`config.mk`:
```
export PLATFORM = sky130hd
export DESIGN_NAME = i2c_slave_burst
export DESIGN_NICKNAME = d
export VERILOG_FILES = /design/src/rtl/i2c_pkg.sv /design/src/rtl/i2c_in_filter.sv /design/src/rtl/i2c_slave_burst.sv
export SDC_FILE = /design/constraint.sdc
export NUM_CORES = 1
export LEC_CHECK = 0
export BUFFER_PORTS_ARGS = -buffer_cell sky130_fd_sc_hd__buf_2
export CORE_MARGIN = 5
export CORE_UTILIZATION = 39
export DETAILED_ROUTE_END_ITERATION = 10
export GPL_TIMING_DRIVEN = 0
export PLACE_DENSITY = 0.6
export SYNTH_ARGS = -nofsm -noshare
export SYNTH_HDL_FRONTEND = slang
export SYNTH_SLANG_ARGS = --single-unit
```
`constraint.sdc`:
```
create_clock -name clk -period 2.1 [get_ports clk]
set_input_delay 0.315 -clock clk [delete_from_list [all_inputs] [get_ports clk]]
set_output_delay 0.315 -clock clk [all_outputs]
set_load 0.02 [all_outputs]
```
`src/rtl/i2c_pkg.sv`:
```
`default_nettype none
// ============================================================================
// Module      : i2c_pkg
// Description : Shared FSM encoding and bus bit constants for the I2C slave.
// Revision    : 1.0
// ============================================================================
package i2c_pkg;

    typedef enum logic [3:0] {
        IDLE      = 4'd0,
        ADDR      = 4'd1,
        ADDR_ACK  = 4'd2,
        PTR       = 4'd3,
        PTR_ACK   = 4'd4,
        WDATA     = 4'd5,
        WDATA_ACK = 4'd6,
        RDATA     = 4'd7,
        RDATA_ACK = 4'd8,
        IGNORE    = 4'd9
    } i2c_state_e;

    localparam logic       c_ACK        = 1'b0;
    localparam logic       c_NACK       = 1'b1;
    localparam logic [3:0] c_LAST_BIT   = 4'd7;
    localparam logic [3:0] c_BYTE_BITS  = 4'd8;

    function automatic logic is_busy_state(input i2c_state_e s);
        return !((s == IDLE) || (s == IGNORE));
    endfunction

endpackage
`default_nettype wire

```
`src/rtl/i2c_in_filter.sv`:
```
`default_nettype none
// ============================================================================
// Module      : i2c_in_filter
// Description : 2-flop synchroniser followed by a FILT_LEN-sample glitch filter.
// Revision    : 1.0
// ============================================================================
module i2c_in_filter #(
    parameter int FILT_LEN = 3
) (
    input  logic clk,
    input  logic rst,
    input  logic in_i,
    output logic out_o
);

    logic [1:0]          sync_q;
    logic [FILT_LEN-1:0] hist_q;
    logic [FILT_LEN-1:0] hist_d;
    logic                level_q;
    logic                level_d;

    generate
        if (FILT_LEN == 1) begin : g_len1
            assign hist_d = sync_q[1];
        end else begin : g_lenn
            assign hist_d = {hist_q[FILT_LEN-2:0], sync_q[1]};
        end
    endgenerate

    // The level only moves once the whole history window agrees.
    always_comb begin
        level_d = level_q;
        if (&hist_q) begin
            level_d = 1'b1;
        end else if (~|hist_q) begin
            level_d = 1'b0;
        end
    end

    always_ff @(posedge clk or posedge rst) begin
        if (rst) begin
            sync_q  <= 2'b11;
            hist_q  <= '1;
            level_q <= 1'b1;
        end else begin
            sync_q  <= {sync_q[0], in_i};
            hist_q  <= hist_d;
            level_q <= level_d;
        end
    end

    assign out_o = level_q;

endmodule
`default_nettype wire

```
`src/rtl/i2c_slave_burst.sv`:
```
`default_nettype none
// ============================================================================
// Module      : i2c_slave_burst
// Description : I2C register slave with auto-incrementing burst read/write.
// Revision    : 1.0
// ============================================================================
module i2c_slave_burst
    import i2c_pkg::*;
#(
    parameter logic [6:0] DEV_ADDR = 7'h42,
    parameter int         REG_AW   = 5,
    parameter int         FILT_LEN = 3
) (
    input  logic              clk,
    input  logic              rst,
    input  logic              scl_i,
    input  logic              sda_i,
    output logic              scl_o,
    output logic              scl_t,
    output logic              sda_o,
    output logic              sda_t,
    output logic [REG_AW-1:0] mem_addr,
    output logic              mem_we,
    output logic [7:0]        mem_wdata,
    output logic              mem_re,
    input  logic [7:0]        mem_rdata,
    output logic              busy,
    output logic              nack_err
);

    logic w_scl_f;
    logic w_sda_f;
    logic scl_prev_q;
    logic sda_prev_q;

    i2c_in_filter #(.FILT_LEN(FILT_LEN)) u_scl_filt (
        .clk   (clk),
        .rst   (rst),
        .in_i  (scl_i),
        .out_o (w_scl_f)
    );

    i2c_in_filter #(.FILT_LEN(FILT_LEN)) u_sda_filt (
        .clk   (clk),
        .rst   (rst),
        .in_i  (sda_i),
        .out_o (w_sda_f)
    );

    always_ff @(posedge clk or posedge rst) begin
        if (rst) begin
            scl_prev_q <= 1'b1;
            sda_prev_q <= 1'b1;
        end else begin
            scl_prev_q <= w_scl_f;
            sda_prev_q <= w_sda_f;
        end
    end

    logic w_scl_rise;
    logic w_scl_fall;
    logic w_start;
    logic w_stop;

    assign w_scl_rise = w_scl_f & ~scl_prev_q;
    assign w_scl_fall = ~w_scl_f & scl_prev_q;
    assign w_start    = w_scl_f & scl_prev_q & sda_prev_q & ~w_sda_f;
    assign w_stop     = w_scl_f & scl_prev_q & ~sda_prev_q & w_sda_f;

    i2c_state_e        state_q;
    logic [REG_AW-1:0] ptr_q;
    logic [REG_AW-1:0] ptr_d;
    logic [3:0]        bitcnt_q;
    logic [7:0]        shift_q;
    logic [7:0]        shift_d;
    logic [7:0]        rdata_q;
    logic              ack_phase_q;
    logic              rw_q;
    logic              acked_q;
    logic              sda_t_q;
    logic              mem_we_q;
    logic              mem_re_q;
    logic [7:0]        mem_wdata_q;
    logic              re_dly_q;
    logic              nack_err_q;
    logic              w_byte_done;

    assign shift_d     = {shift_q[6:0], w_sda_f};
    assign ptr_d       = ptr_q + REG_AW'(1);
    assign w_byte_done = w_scl_rise && (bitcnt_q == c_LAST_BIT);

    always_ff @(posedge clk or posedge rst) begin
        if (rst) begin
            state_q     <= IDLE;
            ptr_q       <= '0;
            bitcnt_q    <= '0;
            shift_q     <= '0;
            rdata_q     <= '0;
            ack_phase_q <= 1'b0;
            rw_q        <= 1'b0;
            acked_q     <= 1'b0;
            sda_t_q     <= 1'b1;
            mem_we_q    <= 1'b0;
            mem_re_q    <= 1'b0;
            mem_wdata_q <= '0;
            re_dly_q    <= 1'b0;
            nack_err_q  <= 1'b0;
        end else begin
            mem_we_q <= 1'b0;
            mem_re_q <= 1'b0;
            re_dly_q <= mem_re_q;

            // Read data arrives one clk after the strobe; drive MSB at once
            // only when SCL is already in the low phase of the first bit.
            if (re_dly_q) begin
                rdata_q <= mem_rdata;
                if (state_q == RDATA) begin
                    sda_t_q <= mem_rdata[7];
                end
            end

            if (w_start) begin
                state_q     <= ADDR;
                bitcnt_q    <= '0;
                ack_phase_q <= 1'b0;
                acked_q     <= 1'b0;
                sda_t_q     <= 1'b1;
            end else if (w_stop) begin
                state_q     <= IDLE;
                bitcnt_q    <= '0;
                ack_phase_q <= 1'b0;
                sda_t_q     <= 1'b1;
            end else begin
                unique case (state_q)
                    ADDR, PTR, WDATA: begin
                        if (w_scl_rise) begin
                            shift_q  <= shift_d;
                            bitcnt_q <= bitcnt_q + 4'd1;
                        end
                        if (w_byte_done) begin
                            bitcnt_q <= '0;
                            if (state_q == ADDR) begin
                                rw_q    <= shift_d[0];
                                state_q <= (shift_d[7:1] == DEV_ADDR) ? ADDR_ACK : IGNORE;
                            end else if (state_q == PTR) begin
                                ptr_q   <= shift_d[REG_AW-1:0];
                                state_q <= PTR_ACK;
                            end else begin
                                mem_we_q    <= 1'b1;
                                mem_wdata_q <= shift_d;
                                state_q     <= WDATA_ACK;
                            end
                        end
                    end

                    // First fall drives the ACK, second fall ends the 9th bit.
                    ADDR_ACK, PTR_ACK, WDATA_ACK: begin
                        if (w_scl_fall) begin
                            if (!ack_phase_q) begin
                                sda_t_q     <= c_ACK;
                                ack_phase_q <= 1'b1;
                            end else begin
                                ack_phase_q <= 1'b0;
                                sda_t_q     <= 1'b1;
                                if (state_q == ADDR_ACK) begin
                                    if (rw_q) begin
                                        state_q  <= RDATA;
                                        mem_re_q <= 1'b1;
                                    end else begin
                                        state_q <= PTR;
                                    end
                                end else if (state_q == PTR_ACK) begin
                                    state_q <= WDATA;
                                end else begin
                                    ptr_q   <= ptr_d;
                                    state_q <= WDATA;
                                end
                            end
                        end
                    end

                    RDATA: begin
                        if (w_scl_rise) begin
                            bitcnt_q <= bitcnt_q + 4'd1;
                        end
                        if (w_scl_fall) begin
                            if (bitcnt_q == c_BYTE_BITS) begin
                                bitcnt_q <= '0;
                                sda_t_q  <= 1'b1;
                                state_q  <= RDATA_ACK;
                            end else begin
                                sda_t_q <= rdata_q[6];
                                rdata_q <= {rdata_q[6:0], 1'b0};
                            end
                        end
                    end

                    RDATA_ACK: begin
                        if (w_scl_rise) begin
                            if (w_sda_f == c_ACK) begin
                                acked_q     <= 1'b1;
                                ptr_q       <= ptr_d;
                                mem_re_q    <= 1'b1;
                                ack_phase_q <= 1'b1;
                            end else begin
                                if (acked_q) begin
                                    nack_err_q <= 1'b1;
                                end
                                state_q <= IGNORE;
                            end
                        end
                        if (w_scl_fall && ack_phase_q) begin
                            ack_phase_q <= 1'b0;
                            bitcnt_q    <= '0;
                            sda_t_q     <= rdata_q[7];
                            state_q     <= RDATA;
                        end
                    end

                    default: begin
                    end
                endcase
            end
        end
    end

    assign scl_o     = 1'b0;
    assign scl_t     = 1'b1;
    assign sda_o     = 1'b0;
    assign sda_t     = sda_t_q;
    assign mem_addr  = ptr_q;
    assign mem_we    = mem_we_q;
    assign mem_re    = mem_re_q;
    assign mem_wdata = mem_wdata_q;
    assign busy      = is_busy_state(state_q);
    assign nack_err  = nack_err_q;

endmodule
`default_nettype wire

```
==> impl_metrics.ini, run 1 <==
[run_status]
status = finished clean

[yosys]
synthCells = 279
ys_ff_latch = 58
ys.warnings.count = 0
synth_flop_cell = dfrtp_1
synth_edf_count = 0
seq_area_frac_synth_pct = 49.98
syn_area_um2 = 2942
synth.avg_cell_area_um2 = 10.54
ys_types = 58
synthArstFlopShare_pct = 100.0

[sta]
skew_ns = 0.01245
maxSlewHeadroom_pct = 54.48
worst_pin_slew_ns = 0.6819
hold_ws_ns = 0.07638
period_minus_slack_ns = 2.041
setup_violations = 0
hold_viol_final = 0
fmax_mhz = 490.0
finalCritPeriodShare_pct = 97.19
slew_violations = 0

[global_routing]
grt_util_all_layers_pct = 14.65
antenna_found_initial = 0
grt_pass1_vias = 2228
grt_pass1_wl_um = 11100
grt-ovfl-total = 0
grt_max_degree = 33

[clock_network]
htree_levels = 3
cts_made_buffers = 9
cts_hold_buf = 0
root_buffer = clkbuf_8
clk_latency_ns = 0.34
cts_tree = yes
clk_pin_slew_ns = 0.06
max-clock-path-buffers = 2
cts.sinks = 58

[finish]
antenna_cells = 0
layout-drive-gt1-share_pct = 32.21
fill_cells = 742
areaGrowthSynthToFinish_pct = 18.89
instances_no_fill = 425
layout_common_cells = 42 x dfrtp_1, 30 x buf_2, 26 x a21oi_1, 19 x o21ai_0, 16 x mux2_2
layout_commonest_cell = dfrtp_1
multi_input_area_um2 = 1349
fin_util_pct = 47.96
final-seq-area_um2 = 1471
nNetsFinal = 336

[route]
wl_per_cell_um = 14.97
postRouteAntennaNets = 0
drc_errors = 0
drt_iter0_drc = 138
wl_met1_um = 3081
wl_um = 6364
viasPerCell = 5.151
route.vias.total = 2189
drt-pass1-iter-count = 4
highest_layer = met4
met3WireLength_um = 307
wl_met2_um = 2863

[critical_path]
worst_setup_path_start_kind = register
worstSetupPathType = register to register
worstPathRequired_ns = 2.32
crit_fanout = 7
cp.arrival_ns = 2.26
end_kind = register

[pwr]
p_leak_nw = 1.538
vdd.ir_drop.worst_mv = 0.4692
power.total_mw = 4.490
p_per_area_nw_per_um2 = 1284

[die]
die_area_um2 = 9379
die_w_um = 96.85
io_pins = 33
coreArea_um2 = 7292
start_util_pct = 40.34
rows = 31
die_y_um = 96.85

[placement]
dp_hpwl_um = 4527
dp_cells = 409
place_congestion = 0.8448
io_buffers = 29

[worst_hold_path]
hold_class = primary input to register

[run]
max_cap_viol_count = 0
==> report_power, final <==
part | switching, mW | internal, mW | total (mW)
combinational | 0.957 | 0.748 | 1.71
clock | 0.446 | 0.696 | 1.14
sequential | 0.256 | 1.39 | 1.64
total | 1.66 | 2.83 | 4.49
==> routing by layer <==
| layer | up-vias | track usage [%] |
|---|---|---|
| li1 | 1082 | - |
| met1 | 1042 | 20.42 |
| met2 | 56 | 21.07 |
| met3 | 9 | 5.252 |
| met4 | 0 | 4.752 |
| met5 | - | 0 |
==> critical path, cell delays in order (launching register included) <==
cell and delay (ns):
dfrtp_2 0.45, or4b_4 0.62, o22ai_1 0.17, nand3_1 0.21, o21ai_4 0.15, mux2_4 0.32
==> flip-flops by register name (all words and copies together) (netlist names), 2 cells and up <==
signal	flops
u_sda_filt.hist_q	3
mem_wdata	8
u_sda_filt.sync_q	2
mem_addr	5
state_q	4
shift_q	7
u_scl_filt.hist_q	3
u_scl_filt.sync_q	2
rdata_q	8
bitcnt_q	4
==> repair_timing <==
item,4_1_cts,5_1_grt
pin swaps,2,1
gates resized for setup,3,12
setup endpoints to repair,12,21
gates cloned,0,0
setup buffers,2,1
==> metrics by stage <==
| stage | TNS, ns | worst slack, ns | cell area (um2) |
|---|---|---|---|
| finish | 0 | 0.05907 | 3497 |
| global route | -0.0001643 | -0.0001643 | 3497 |
| CTS | 0 | 0.009656 | 3472 |
| detailed placement | -0.7042 | -0.1176 | 3234 |
| global placement | -17.30 | -0.3802 | 3214 |
| floorplan | 0 | 0.1422 | 2945 |
==> Yosys cell counts (all sizes together), types with 4 or more instances <==
library cell / instances / area [um2]
a21oi: 26 / 130.1
a221oi: 4 / 41.29
and2: 4 / 25.03
buf: 11 / 77.57
clkbuf: 8 / 30.03
dfrtp: 43 / 1076
dfstp: 15 / 394.1
inv: 10 / 37.54
mux2: 19 / 225.2
mux2i: 8 / 80.08
nand2: 15 / 56.30
nand2b: 8 / 50.05
nand3: 12 / 60.06
nor2: 15 / 56.30
nor2b: 6 / 37.54
o21ai: 22 / 117.6
==> worst paths after layout <==
kind | end | cells past startpoint | startpoint | slack [ns]
max | state_q[3] | 5 | state_q[0] | 0.06
min | u_sda_filt.sync_q[0] | 1 | sda_i | 0.08
max reg2reg | state_q[3] | 5 | state_q[0] | 0.06
min reg2reg | u_scl_filt.hist_q[0] | 0 | u_scl_filt.sync_q[1] | 0.35
max in group asynchronous | scl_prev_q | 3 | rst | 1.37
min in group asynchronous | mem_wdata[0] | 2 | rst | 0.09
==> cells by family (layout without fill, tap and decap cells) <==
family / Yosys count / count (layout) / synth area share [%]
buffers and inverters: 29 / 75 / 4.934
DFF: 58 / 58 / 49.98
and+or+nand+nor: 83 / 83 / 16.04
adders and majority gates: 3 / 3 / 1.276
xor gates and xnor gates: 1 / 1 / 0.2978
other: 2 / 3 / 0.2553
AOI/OAI and AO/OA: 76 / 76 / 16.84
muxes: 27 / 27 / 10.38
==> area by class of cell <==
type / count / area share (%)
flip-flops and latches: 58 / 42.08
multi-input cells: 193 / 38.57
repair buffers: 33 / 5.367
clock buffers: 11 / 4.043
well taps: 99 / 3.542
plain buffers: 16 / 3.113
clock inverters: 5 / 2.218
inverters: 10 / 1.073
Note: power is estimated with default switching activity, not from simulation.
==> run 2: changes to the inputs <==
--- a/config.mk
+++ b/config.mk
@@ -5,6 +5,7 @@
 export SDC_FILE = /design/constraint.sdc
 export NUM_CORES = 1
 export LEC_CHECK = 0
+export ABC_AREA = 1
 export BUFFER_PORTS_ARGS = -buffer_cell sky130_fd_sc_hd__buf_2
 export CORE_MARGIN = 5
 export CORE_UTILIZATION = 39
==> run 2 against run 1 <==
Critical path depth grew 3; clock power shrank 17%; clock skew shrank 0.0024 ns; sequential cell count is the same; final area grew 0.82%; hold slack lost 0.0077 ns; wire length grew 6.3%; highest routed layer unchanged; via count grew 18%.
==> impl_metrics.ini, run 2 <==
[finish]
layout-drive-gt1-share_pct = 21.72
areaGrowthSynthToFinish_pct = 15.54
instances_no_fill = 544
antenna_cells = 0
nNetsFinal = 452
stdcell_area_um2 = 3526
layout_common_cells = 122 x nand2_1, 44 x inv_1, 43 x dfrtp_1, 33 x buf_2, 30 x nor2_1
fin_util_pct = 45.87
fill_cells = 805
layout_commonest_cell = nand2_1

[sta]
hold_ws_ns = 0.06869
maxSlewHeadroom_pct = 51.20
fmax_mhz = 545.2
finalCritPeriodShare_pct = 87.34
worst_pin_slew_ns = 0.7310
slew_violations = 0
hold_viol_final = 0
setup_ws_ns = 0.2658
period_minus_slack_ns = 1.834
setup_violations = 0
skew_ns = 0.01000
rsz0062_at_grt = false
setup-tns-final_ns = 0

[yosys]
seq_area_frac_synth_pct = 48.18
synth.avg_cell_area_um2 = 7.726
synth_flop_cell = dfrtp_1
ys_types = 34
synthArstFlopShare_pct = 100.0
synthCells = 395
synth_edf_count = 0
netlist_top_cells_area = dfrtp_1 35%, nand2_1 15%, dfstp_2 13%
synth_most_common_cell = nand2_1
syn_area_um2 = 3052
yosysTopAreaCell = dfrtp_1
ys.warnings.count = 0
synth_top_area_share_pct = 35.26
ys_ff_latch = 58
yosys-top-cells-count = 122 x nand2_1, 45 x inv_1, 43 x dfrtp_1, 30 x nor2_1, 28 x o21ai_1

[die]
rows = 32
io_pins = 33
die_w_um = 98.46
coreArea_um2 = 7687
start_util_pct = 39.70
die_y_um = 98.46
die_area_um2 = 9693

[route]
postRouteAntennaNets = 0
drt_iter0_drc = 137
drc_errors = 0
wl_um = 6767
wl_per_cell_um = 12.44
route.vias.total = 2583
drt-pass1-iter-count = 5
viasPerCell = 4.748

[pwr]
p_comb_share_pct = 44.9
p_per_area_nw_per_um2 = 1324
intPower_mw = 2.525
vdd.ir_drop.worst_mv = 0.5089
seq_power_share_pct = 34.9
p_sw_mw = 2.142
p_leak_nw = 1.801
p_sw_share_pct = 45.89
power.total_mw = 4.667
pwr-share-clk_pct = 20.3

[critical_path]
crit_fanout = 8
crit_family = simple AND/OR/NAND/NOR gates
end_kind = register
setup.worst_path.start = u_scl_filt.out_o
crit_chain = inv_2 > nor2_4 > nand4_4 > nand2_1 > a21boi_4 > nand2_2 > nand2_1 > nand2_1
cp.arrival_ns = 2.07
path_common_cell = nand2_1
worstSetupPathType = register to register
slowest_delay_ns = 0.59
slowest_stage = dfstp_2
worstPathRequired_ns = 2.34
r2r-start = u_scl_filt.out_o
worst_setup_path_start_kind = register
path_buf_inv = 1

[placement]
post-place-ws_ns = 0.2727
place_congestion = 0.9364
io_buffers = 29
postPlaceCellArea_um2 = 3348
dp_cells = 528
dp_hpwl_um = 5020

[worst_hold_path]
hold_class = primary input to register
hp-start = sda_i

[clock_network]
root_buffer = clkbuf_8
max-clock-path-buffers = 2
clk_latency_ns = 0.35
cts_made_buffers = 9
cts_tree = yes
clk_pin_slew_ns = 0.07
cts.repair.resized = 0
htree_levels = 3
cts_hold_buf = 0
cts.sinks = 58
postCtsSetupRepairBufs = 0

[run]
max_cap_viol_count = 0

[global_routing]
grt_pass1_wl_um = 12100
grt-ovfl-total = 0
grt_util_all_layers_pct = 15.40
antenna_found_initial = 0
grt_pass1_vias = 2600
grt_max_degree = 35

[run_status]
status = finished clean
[run 2: cell count changes in the layout (fill, tap and decap cells not counted), sizes merged, moves of 17 or more]
cell / change
mux2: -19
a21oi: -17
nor2: +23
inv: +43
nand2: +115
o21ai: +23
[run 2: cell type report]
type                    instances  area, um2  area share, %
plain buffers                  10      61.31          1.739
clock buffers                   9      123.9          3.513
clock inverters                 7      53.80          1.526
inverters                      53      198.9          5.642
multi-input cells             275       1325          37.58
flip-flops and latches         58       1470          41.70
well taps                     102      127.6          3.620
repair buffers                 30      165.2          4.684
[run 2: power groups by stage]
| stage | Combinational, mW | Sequential [mW] | Clock, mW |
|---|---|---|---|
| after floorplan | 1.58 | 1.65 | 0 |
| after global placement | 2.05 | 1.64 | 0 |
| after detailed placement | 2.08 | 1.65 | 0 |
| after CTS | 2.09 | 1.63 | 0.988 |
| after global routing | 2.40 | 1.67 | 1.04 |
| final | 2.09 | 1.63 | 0.946 |
[run 2: worst paths after layout]
| check | end | slack, ns | depth (start not counted) |
|---|---|---|---|
| min | u_sda_filt.sync_q[0] | 0.07 | 1 |
| max in group asynchronous | sda_prev_q | 1.35 | 3 |
| max reg2reg | mem_addr[2] | 0.27 | 8 |
| max | mem_addr[2] | 0.27 | 8 |
| min reg2reg | u_scl_filt.sync_q[1] | 0.36 | 0 |
| min in group asynchronous | mem_wdata[6] | 0.09 | 2 |
[run 2: per-layer routing]
metal / up-vias / global-route usage (%) / share of wire (%)
li1: 1326 / - / -
met1: 1179 / 19.81 / 49
met2: 71 / 24.49 / 45
met3: 7 / 4.883 / 5.7
met4: 0 / 5.462 / 1.1
met5: - / 0 / 0
[run 2: logic make-up (layout without fill, tap and decap cells)]
kind of cell	Yosys count	after routing	synth area share, %
muxes	1	1	0.3280
DFF	58	58	48.18
other	2	3	0.2461
and+or+nand+nor	203	203	29.40
AOI/OAI and AO/OA	62	62	11.23
xor gates and xnor gates	3	3	0.8612
buffers and inverters	63	109	8.528
adders and majority gates	3	3	1.230
==> run 3: changes to the inputs <==
--- a/config.mk
+++ b/config.mk
@@ -11,7 +11,7 @@
 export CORE_UTILIZATION = 39
 export DETAILED_ROUTE_END_ITERATION = 10
 export GPL_TIMING_DRIVEN = 0
-export PLACE_DENSITY = 0.6
+export PLACE_DENSITY = 0.56
 export SYNTH_ARGS = -nofsm -noshare
 export SYNTH_HDL_FRONTEND = slang
 export SYNTH_SLANG_ARGS = --single-unit
==> run 3 against run 2 <==
Non-clock buffer count unchanged; hold slack worse by 0.017 ns; worst setup slack improved by 0.0074 ns; count of clock-buffer cells in the layout is 4 higher; power up 3.9%; utilization grew 0.60 points; final area up 1.3%.
==> impl_metrics.ini, run 3 (same netlist as run 2, synthesis figures left out) <==
[sta]
maxSlewHeadroom_pct = 59.52
finalCritPeriodShare_pct = 86.99
skew_ns = 0.007250
rsz0062_at_grt = false
setup_violations = 0
hold_viol_final = 0
slew_violations = 0
period_minus_slack_ns = 1.827
worst_pin_slew_ns = 0.6064
fmax_mhz = 547.4

[critical_path]
setup.worst_path.start = u_scl_filt.out_o
path_common_cell = nand2_1
end_kind = register
slowest_delay_ns = 0.58
worst_setup_path_start_kind = register
worstPathRequired_ns = 2.33
crit_chain = inv_2 > nor2_4 > nand4_4 > nand2_1 > a21boi_4 > nand2_2 > nand2_1 > nand2_1
crit_end = mem_addr[4]
slowest_stage = dfstp_2
r2r-start = u_scl_filt.out_o
timing.rr.end = mem_addr[4]
crit_fanout = 8
cp.arrival_ns = 2.05
regToRegSetupSlack_ns = 0.27
reg2regPathDepth = 8
worstSetupPathType = register to register

[route]
drt_iter0_drc = 98
wl_um = 6818
wl_per_cell_um = 12.53
drt-pass1-iter-count = 4
viasPerCell = 4.803
postRouteAntennaNets = 0
route.vias.total = 2613
drc_errors = 0

[pwr]
p_leak_nw = 1.827
vdd.ir_drop.worst_mv = 0.5517
p_per_area_nw_per_um2 = 1357
power.total_mw = 4.848

[worst_hold_path]
hold_class = primary input to asynchronous set/reset pin

[placement]
dp_hpwl_um = 5046
dp_cells = 528
place_congestion = 0.9329
postPlaceCellArea_um2 = 3348
io_buffers = 29

[finish]
layout_common_cells = 122 x nand2_1, 44 x inv_1, 43 x dfrtp_1, 33 x buf_2, 30 x nor2_1
fill_cells = 823
layout_commonest_cell = nand2_1
final-seq-area_um2 = 1470
layout-drive-gt1-share_pct = 21.72
antenna_cells = 0
areaGrowthSynthToFinish_pct = 17.06
multi_input_area_um2 = 1325
nNetsFinal = 452
instances_no_fill = 544
stdcell_area_um2 = 3572

[clock_network]
clk_pin_slew_ns = 0.07
clk_latency_ns = 0.34
cts_hold_buf = 0
cts.sinks = 58
cts_made_buffers = 9
cts_tree = yes
cts.repair.resized = 0
htree_levels = 3
root_buffer = clkbuf_8
max-clock-path-buffers = 2
postCtsSetupRepairBufs = 0

[die]
die_y_um = 98.46
rows = 32
die_area_um2 = 9693
io_pins = 33
start_util_pct = 39.70
coreArea_um2 = 7687
die_w_um = 98.46

[global_routing]
gr-usage-met2_pct = 22.83
top_usage_layer = met2
grt_util_all_layers_pct = 15.12
grt_max_degree = 32
grt-ovfl-total = 0
grtUsageMet1_pct = 19.92
antenna_found_initial = 0
met3_usage_pct = 4.812
grt_pass1_wl_um = 11850
grt_pass1_vias = 2607

[run]
max_cap_viol_count = 0

[run_status]
status = finished clean
run 3: how the worst min path moves through the flow:
stage,startpoint,endpoint,cells past startpoint
2_1_floorplan,scl_i,u_scl_filt.sync_q[0],0
3_3_place_gp,u_sda_filt.sync_q[1],u_sda_filt.hist_q[0],0
3_5_place_dp,u_sda_filt.sync_q[0],u_sda_filt.sync_q[1],0
4_1_cts,rst,shift_q[0],2
5_1_grt,sda_i,u_sda_filt.sync_q[0],1
6_report,rst,shift_q[5],2
run 3: routing by layer:
metal / routed length [um] / vias to the layer above
li1: - / 1335
met1: 3378 / 1195
met2: 2913 / 69
met3: 347 / 14
met4: 179 / 0
met5: 0 / -
run 3: report_power, final:
group	switching, mW	internal, mW	leakage (nW)
sequential	0.223	1.40	0.719
clock	0.456	0.678	0.108
combinational	1.40	0.692	1.00
total	2.08	2.77	1.83
run 3: critical path: cells and delay by family, from the launching register on:
kind / cells / cell delay (ns)
compound gates: 1 / 0.26
buf+inv: 1 / 0.08
flops: 1 / 0.58
simple gates: 6 / 0.81
run 3: cell type report:
| cell class | count | area share, % |
|---|---|---|
| tap | 102 | 3.573 |
| clock buffer | 13 | 5.009 |
| multi-input combinational | 275 | 37.09 |
| buffer | 10 | 1.716 |
| timing repair buffer | 30 | 4.623 |
| inverter | 53 | 5.569 |
| clock inverter | 3 | 1.261 |
| sequential | 58 | 41.16 |
run 3: stage by stage:
step / util, % / hold slack [ns] / setup slack, ns / setup TNS, ns
after global routing: 46.47 / 0.04724 / 0.1131 / 0
after CTS: 46.47 / 0.04770 / 0.2669 / 0
after floorplan: - / 0.3195 / 0.3818 / 0
after global placement: 43.29 / 0.3455 / -0.3868 / -16.54
after detailed placement: 43.55 / 0.3472 / 0.2741 / 0
final: 46.47 / 0.05134 / 0.2732 / 0
